File: config.mk
export PLATFORM = sky130hd
export DESIGN_NAME = gin_mc_bus
export DESIGN_NICKNAME = d
export VERILOG_FILES = /design/src/rtl/gin_mc_bus.sv
export SDC_FILE = /design/constraint.sdc
export NUM_CORES = 1
export LEC_CHECK = 0
export BUFFER_PORTS_ARGS = -buffer_cell sky130_fd_sc_hd__buf_4
export CELL_PAD_IN_SITES_DETAIL_PLACEMENT = 1
export CELL_PAD_IN_SITES_GLOBAL_PLACEMENT = 2
export CORE_MARGIN = 8
export CORE_UTILIZATION = 46
export CTS_CLUSTER_SIZE = 30
export DETAILED_ROUTE_END_ITERATION = 8
export GPL_TIMING_DRIVEN = 0
export HOLD_SLACK_MARGIN = 0.02
export PLACE_DENSITY_LB_ADDON = 0.3
export SYNTH_ARGS = -nofsm -noshare
export SYNTH_HDL_FRONTEND = slang
export SYNTH_SLANG_ARGS = --single-unit
File: constraint.sdc
create_clock -name i_clk -period 5.6 [get_ports i_clk]
set_input_delay 0.56 -clock i_clk [delete_from_list [all_inputs] [get_ports i_clk]]
set_output_delay 0.56 -clock i_clk [all_outputs]
set_load 0.02 [all_outputs]
File: src/rtl/gin_mc_bus.sv
// Multicast bus: routes each tagged input packet to every enabled slave whose ID
// matches the tag (or all enabled slaves on the broadcast tag), with per-slave FIFOs.
`timescale 1ns/1ps

module gin_mc_bus #(
  parameter int unsigned ID_BITWIDTH   = 4,
  parameter int unsigned DATA_BITWIDTH = 8,
  parameter int unsigned SLV_NUM       = 6,
  parameter int unsigned FIFO_DEPTH    = 4
) (
  input  logic                               i_clk,
  input  logic                               i_rst_n,
  input  logic [ID_BITWIDTH+DATA_BITWIDTH-1:0] i_packet,
  input  logic                               i_valid,
  output logic                               o_ready,
  output logic [SLV_NUM*DATA_BITWIDTH-1:0]   o_packet,
  output logic [SLV_NUM-1:0]                 o_valid,
  input  logic [SLV_NUM-1:0]                 i_ready,
  input  logic [SLV_NUM*ID_BITWIDTH-1:0]     i_id,
  input  logic [SLV_NUM-1:0]                 i_en_mask,
  input  logic                               i_id_valid,
  output logic [15:0]                        o_drop_cnt,
  output logic                               o_idle
);

  localparam int unsigned IW    = ID_BITWIDTH;
  localparam int unsigned DW    = DATA_BITWIDTH;
  localparam int unsigned PTR_W = (FIFO_DEPTH > 1) ? $clog2(FIFO_DEPTH) : 1;
  localparam int unsigned CNT_W = PTR_W + 1;
  localparam logic [IW-1:0] BCAST = '1;

  logic [IW-1:0]    id_r   [SLV_NUM];
  logic [SLV_NUM-1:0] en_r;
  logic [DW-1:0]    mem    [SLV_NUM][FIFO_DEPTH];
  logic [PTR_W-1:0] wr_ptr [SLV_NUM];
  logic [PTR_W-1:0] rd_ptr [SLV_NUM];
  logic [CNT_W-1:0] cnt    [SLV_NUM];

  logic [SLV_NUM-1:0] full, empty, match, push, pop;
  logic [IW-1:0]      tag;
  logic               accept;

  // Routing decode and handshake; ready ignores disabled slaves' fullness
  always_comb begin
    tag     = i_packet[DW +: IW];
    full    = '0;
    empty   = '0;
    match   = '0;
    o_packet = '0;
    for (int k = 0; k < SLV_NUM; k++) begin
      full[k]  = (cnt[k] == CNT_W'(FIFO_DEPTH));
      empty[k] = (cnt[k] == '0);
      match[k] = en_r[k] & ((tag == id_r[k]) | (tag == BCAST));
      o_packet[k*DW +: DW] = mem[k][rd_ptr[k]];
    end
    o_ready = ~i_id_valid & ~|(en_r & full);
    accept  = i_valid & o_ready;
    push    = {SLV_NUM{accept}} & match & ~full;
    pop     = ~empty & i_ready;
    o_valid = ~empty;
    o_idle  = &empty;
  end

  // Configuration registers
  always_ff @(posedge i_clk or negedge i_rst_n) begin
    if (!i_rst_n) begin
      en_r <= '0;
      for (int k = 0; k < SLV_NUM; k++) id_r[k] <= '0;
    end else if (i_id_valid) begin
      en_r <= i_en_mask;
      for (int k = 0; k < SLV_NUM; k++) id_r[k] <= i_id[k*IW +: IW];
    end
  end

  // Per-slave FIFOs
  always_ff @(posedge i_clk or negedge i_rst_n) begin
    if (!i_rst_n) begin
      for (int k = 0; k < SLV_NUM; k++) begin
        wr_ptr[k] <= '0;
        rd_ptr[k] <= '0;
        cnt[k]    <= '0;
        for (int d = 0; d < FIFO_DEPTH; d++) mem[k][d] <= '0;
      end
    end else begin
      for (int k = 0; k < SLV_NUM; k++) begin
        if (push[k]) begin
          mem[k][wr_ptr[k]] <= i_packet[DW-1:0];
          wr_ptr[k]         <= wr_ptr[k] + PTR_W'(1);
        end
        if (pop[k]) rd_ptr[k] <= rd_ptr[k] + PTR_W'(1);
        case ({push[k], pop[k]})
          2'b10:   cnt[k] <= cnt[k] + CNT_W'(1);
          2'b01:   cnt[k] <= cnt[k] - CNT_W'(1);
          default: cnt[k] <= cnt[k];
        endcase
      end
    end
  end

  // Saturating count of accepted packets with no destination
  always_ff @(posedge i_clk or negedge i_rst_n) begin
    if (!i_rst_n) begin
      o_drop_cnt <= '0;
    end else if (accept && (match == '0) && (o_drop_cnt != 16'hFFFF)) begin
      o_drop_cnt <= o_drop_cnt + 16'd1;
    end
  end

endmodule

==> metrics <==
worst path bufs/invs=1; post-place instance area=0.0145 mm²; Post-Syn Area per Cell=14.8 µm²; #FFs+latches synth=between 200 and 300; Buffers on Ports=between 100 and 150; status=completed; final hold violation count=0; clk_skew=between 0.01 and 0.015 ns; Core Region=roughly 0.028 mm²; Async S/R FF share, synth=1.00; Pwr Total=approximately 7.0 mW; first-pass GRT wire length=between 40000 and 50000 µm; Max clock buf depth=3; Gate Count Post-Synth=between 800 and 900; Yosys cell types=between 40 and 50; Net Sw Frac=0.312; final setup vio count=0; CP max-delay cell=or4_1; nets@finish=about 1100; reg2reg setup slack=2.72 ns; P per Cell Area=approximately 450 mW/mm²; Finished Cell Area=0.0155 mm²; Final Non-Filler Cells=~1400; drt wl/cell=~21 µm; worst reg-to-reg path cell count=11; global-route total usage across every layer=0.185; die area=0.0340 mm²; Critical Path RT=5.04 ns; cell family with most CP delay=simple AND/OR/NAND/NOR gates; Comb pwr share=0.303; Residual DRC=0; RSZ-0062 raised after global routing=false; fin crit period=2.90 ns; Crit Path Class=flop to primary output; worst setup path startpoint=cnt[6]; DP Cell Count=~1400; grt total ovfl=0; area growth from synthesis to layout=19.3%; Slowest Stage Delay on Critical Path=approximately 0.59 ns; Initial DRC Count=274; Hold Path Depth=2; syn nets=roughly 970; P_int=roughly 4.8 mW; H-tree levels=1; io pins=between 100 and 150; First-pass DRT Iterations=4; initial core utilization=0.468; Final period util=0.518; clock power share=0.294; R2R Path End=cnt[5]; register area share after synthesis=0.538; Clock Tree Root=clkbuf_16; Slew Limit Fails=0; post-cts sizing count=0; hold_sp=i_id[2]; Worst Hold End=id_r[22]; total CTS buffers=30; Max Cap Viol=0; row count=61; ANT nets after route=0; crit path cell chain=or3_1 > or4_1 > nor3_1 > buf_4; Mapped Area=between 0.01 and 0.015 mm²; largest net degree at the start of global routing=90; VDD IR-drop max=approximately 0.00023 V; DP HPWL=20900 µm; Worst setup EP type=primary output; initial antenna violation count=0; Clk Latency, worst-skew pair=between 0.5 and 0.6 ns; number of global-route vias before repair=8579; Sink Count=280; CP Max Fanout=3; fmax=approximately 340 MHz; GPL Wtd Cong=between 0.7 and 0.8; Worst Tran Pin Value=around 0.84 ns; Syn. warnings=0; Hold Buf Count CTS=1; Post-synth EDFFs=0; die extent in x=between 150 and 200 µm; predominant post-synthesis flop cell=dfrtp_1; critical path launch point type=flop; Static Leak=approximately 7.7 nW; Net Sw Power=2.18 mW; DR vias/cell=5.29; Post-CTS Repair Setup Buffers=0; Hold Path Class=input port to flop; Clock Pin Slew Worst Setup and Hold Paths=about 0.06 ns; Seq pwr share=0.402; TritonCTS clock tree=yes; die height=184 µm; drt total wl=approximately 30000 µm; Vias=roughly 7600; layout cells sized above 1=0.453; worst r2r src=cnt[0]; Max transition margin=0.443; total negative slack=0 ns; CP arrival=between 2 and 2.5 ns
==> how the worst max path moves through the flow <==
stage,to,cells after the start
floorplan,cnt[13],10
CTS,o_packet[24],3
detailed placement,cnt[8],12
global route,cnt[5],11
finish,o_idle,4
global placement,mem[150],1
==> layer usage <==
metal	part of all wire	vias to the layer above	wire (µm)	global-route usage
li1	-	3446	-	-
met5	0	-	0	0
met3	0.036	43	1090	0.0297
met1	0.44	3995	13300	0.244
met2	0.50	99	15200	0.317
met4	0.020	0	614	0.0384
==> flip-flops by register name, summed over array words and instances, names as in the netlist <==
signal      count
cnt            18
en_r            6
id_r           24
mem           192
o_drop_cnt     16
rd_ptr         12
wr_ptr         12
==> Yosys cell counts, types with 2 or more instances <==
| cell | n | area share |
|---|---|---|
| nor4bb_1 | 3 | 0.0023 |
| and3_1 | 3 | 0.0014 |
| buf_1 | 6 | 0.0017 |
| xor2_1 | 57 | 0.038 |
| nand2_2 | 8 | 0.0038 |
| mux2_2 | 212 | 0.18 |
| dfrtp_1 | 280 | 0.54 |
| mux2_1 | 11 | 0.0095 |
| nand4_1 | 5 | 0.0024 |
| inv_1 | 36 | 0.010 |
| nor2_1 | 8 | 0.0023 |
| o21ai_0 | 15 | 0.0058 |
| nand3_1 | 7 | 0.0027 |
| ha_1 | 31 | 0.030 |
| nand2_1 | 23 | 0.0066 |
| xnor2_1 | 18 | 0.012 |
| mux4_2 | 48 | 0.083 |
| nor4_1 | 13 | 0.0062 |
| or3_1 | 5 | 0.0024 |
| nor2_4 | 5 | 0.0043 |
| mux2i_1 | 3 | 0.0023 |
| and2_1 | 6 | 0.0029 |
| nor3_1 | 7 | 0.0027 |
| nand2_4 | 16 | 0.014 |
| clkbuf_1 | 23 | 0.0066 |
| buf_2 | 4 | 0.0015 |
| nor4b_1 | 2 | 0.0013 |
| buf_4 | 4 | 0.0023 |
| fa_1 | 6 | 0.0092 |
==> worst reg2reg max path, cell delays in order (launching register included) <==
cell,delay [ns]
dfrtp_1,0.41
nor4bb_1,0.58
a41oi_1,0.20
nand4_4,0.31
nor2_2,0.16
inv_1,0.10
ha_1,0.18
inv_1,0.06
fa_1,0.37
xor2_1,0.15
nor2_1,0.12
xor2_1,0.15
==> layout by cell type, fill, tap and decap left out, types with 2 or more instances in the layout <==
master / n
dfrtp_1: 280
mux2_2: 212
buf_4: 122
xor2_1: 57
mux4_2: 48
inv_1: 36
ha_1: 31
clkbuf_16: 31
clkbuf_1: 27
nand2_1: 23
xnor2_1: 18
nand2_4: 16
o21ai_0: 15
nor4_1: 13
mux2_1: 11
clkbuf_8: 9
nand2_2: 8
nor2_1: 8
nor3_1: 7
nand3_1: 7
and2_1: 6
buf_1: 6
fa_1: 6
clkinv_2: 6
nand4_1: 5
or3_1: 5
nor2_4: 5
buf_2: 4
nor4bb_1: 3
mux2i_1: 3
and3_1: 3
bufinv_16: 3
buf_16: 3
nor4b_1: 2
==> per-stage QoR <==
| stage | setup slack [ns] | util | hold WS [ns] |
|---|---|---|---|
| after CTS | 2.64 | 0.558 | 0.219 |
| after detailed placement | 2.54 | 0.520 | 0.471 |
| after global placement | 1.48 | 0.517 | 0.463 |
| final | 2.70 | 0.558 | 0.247 |
| after floorplan | 3.04 | - | 0.264 |
| after global routing | 2.51 | 0.558 | 0.226 |
==> cell families (layout without fill, tap and decap cells) <==
| logic type | after synthesis | after routing | share of synthesized area |
|---|---|---|---|
| AO/OA/AOI/OAI | 17 | 17 | 0.00730 |
| flip-flops | 280 | 280 | 0.538 |
| multiplexers | 274 | 274 | 0.278 |
| XOR/XNOR | 75 | 75 | 0.0504 |
| other | 0 | 1 | 0 |
| adder cells (fa/ha/maj) | 37 | 37 | 0.0390 |
| buffers and inverters | 73 | 250 | 0.0226 |
| AND/OR/NAND/NOR | 122 | 122 | 0.0653 |
==> cell type report <==
cell class              instances  area [µm²]
diodes                          1        2.50
plain buffers                  37         159
clock buffers                  44         915
clock inverters                10         128
fillers                      2722       12300
inverters                      36         135
multi-input cells             525        5730
flip-flops and latches        280        7010
well taps                     378         473
repair buffers                123         993
==> power groups by stage <==
stage                     sequential, mW  clock, mW  combinational, mW
after CTS                           2.82       2.12               2.17
after floorplan                     2.77          0               1.51
final                               2.81       2.06               2.12
after global placement              2.81          0               2.07
after detailed placement            2.84          0               2.16
after global routing                2.88       2.19               2.34
(Power assumes the default switching activity.)
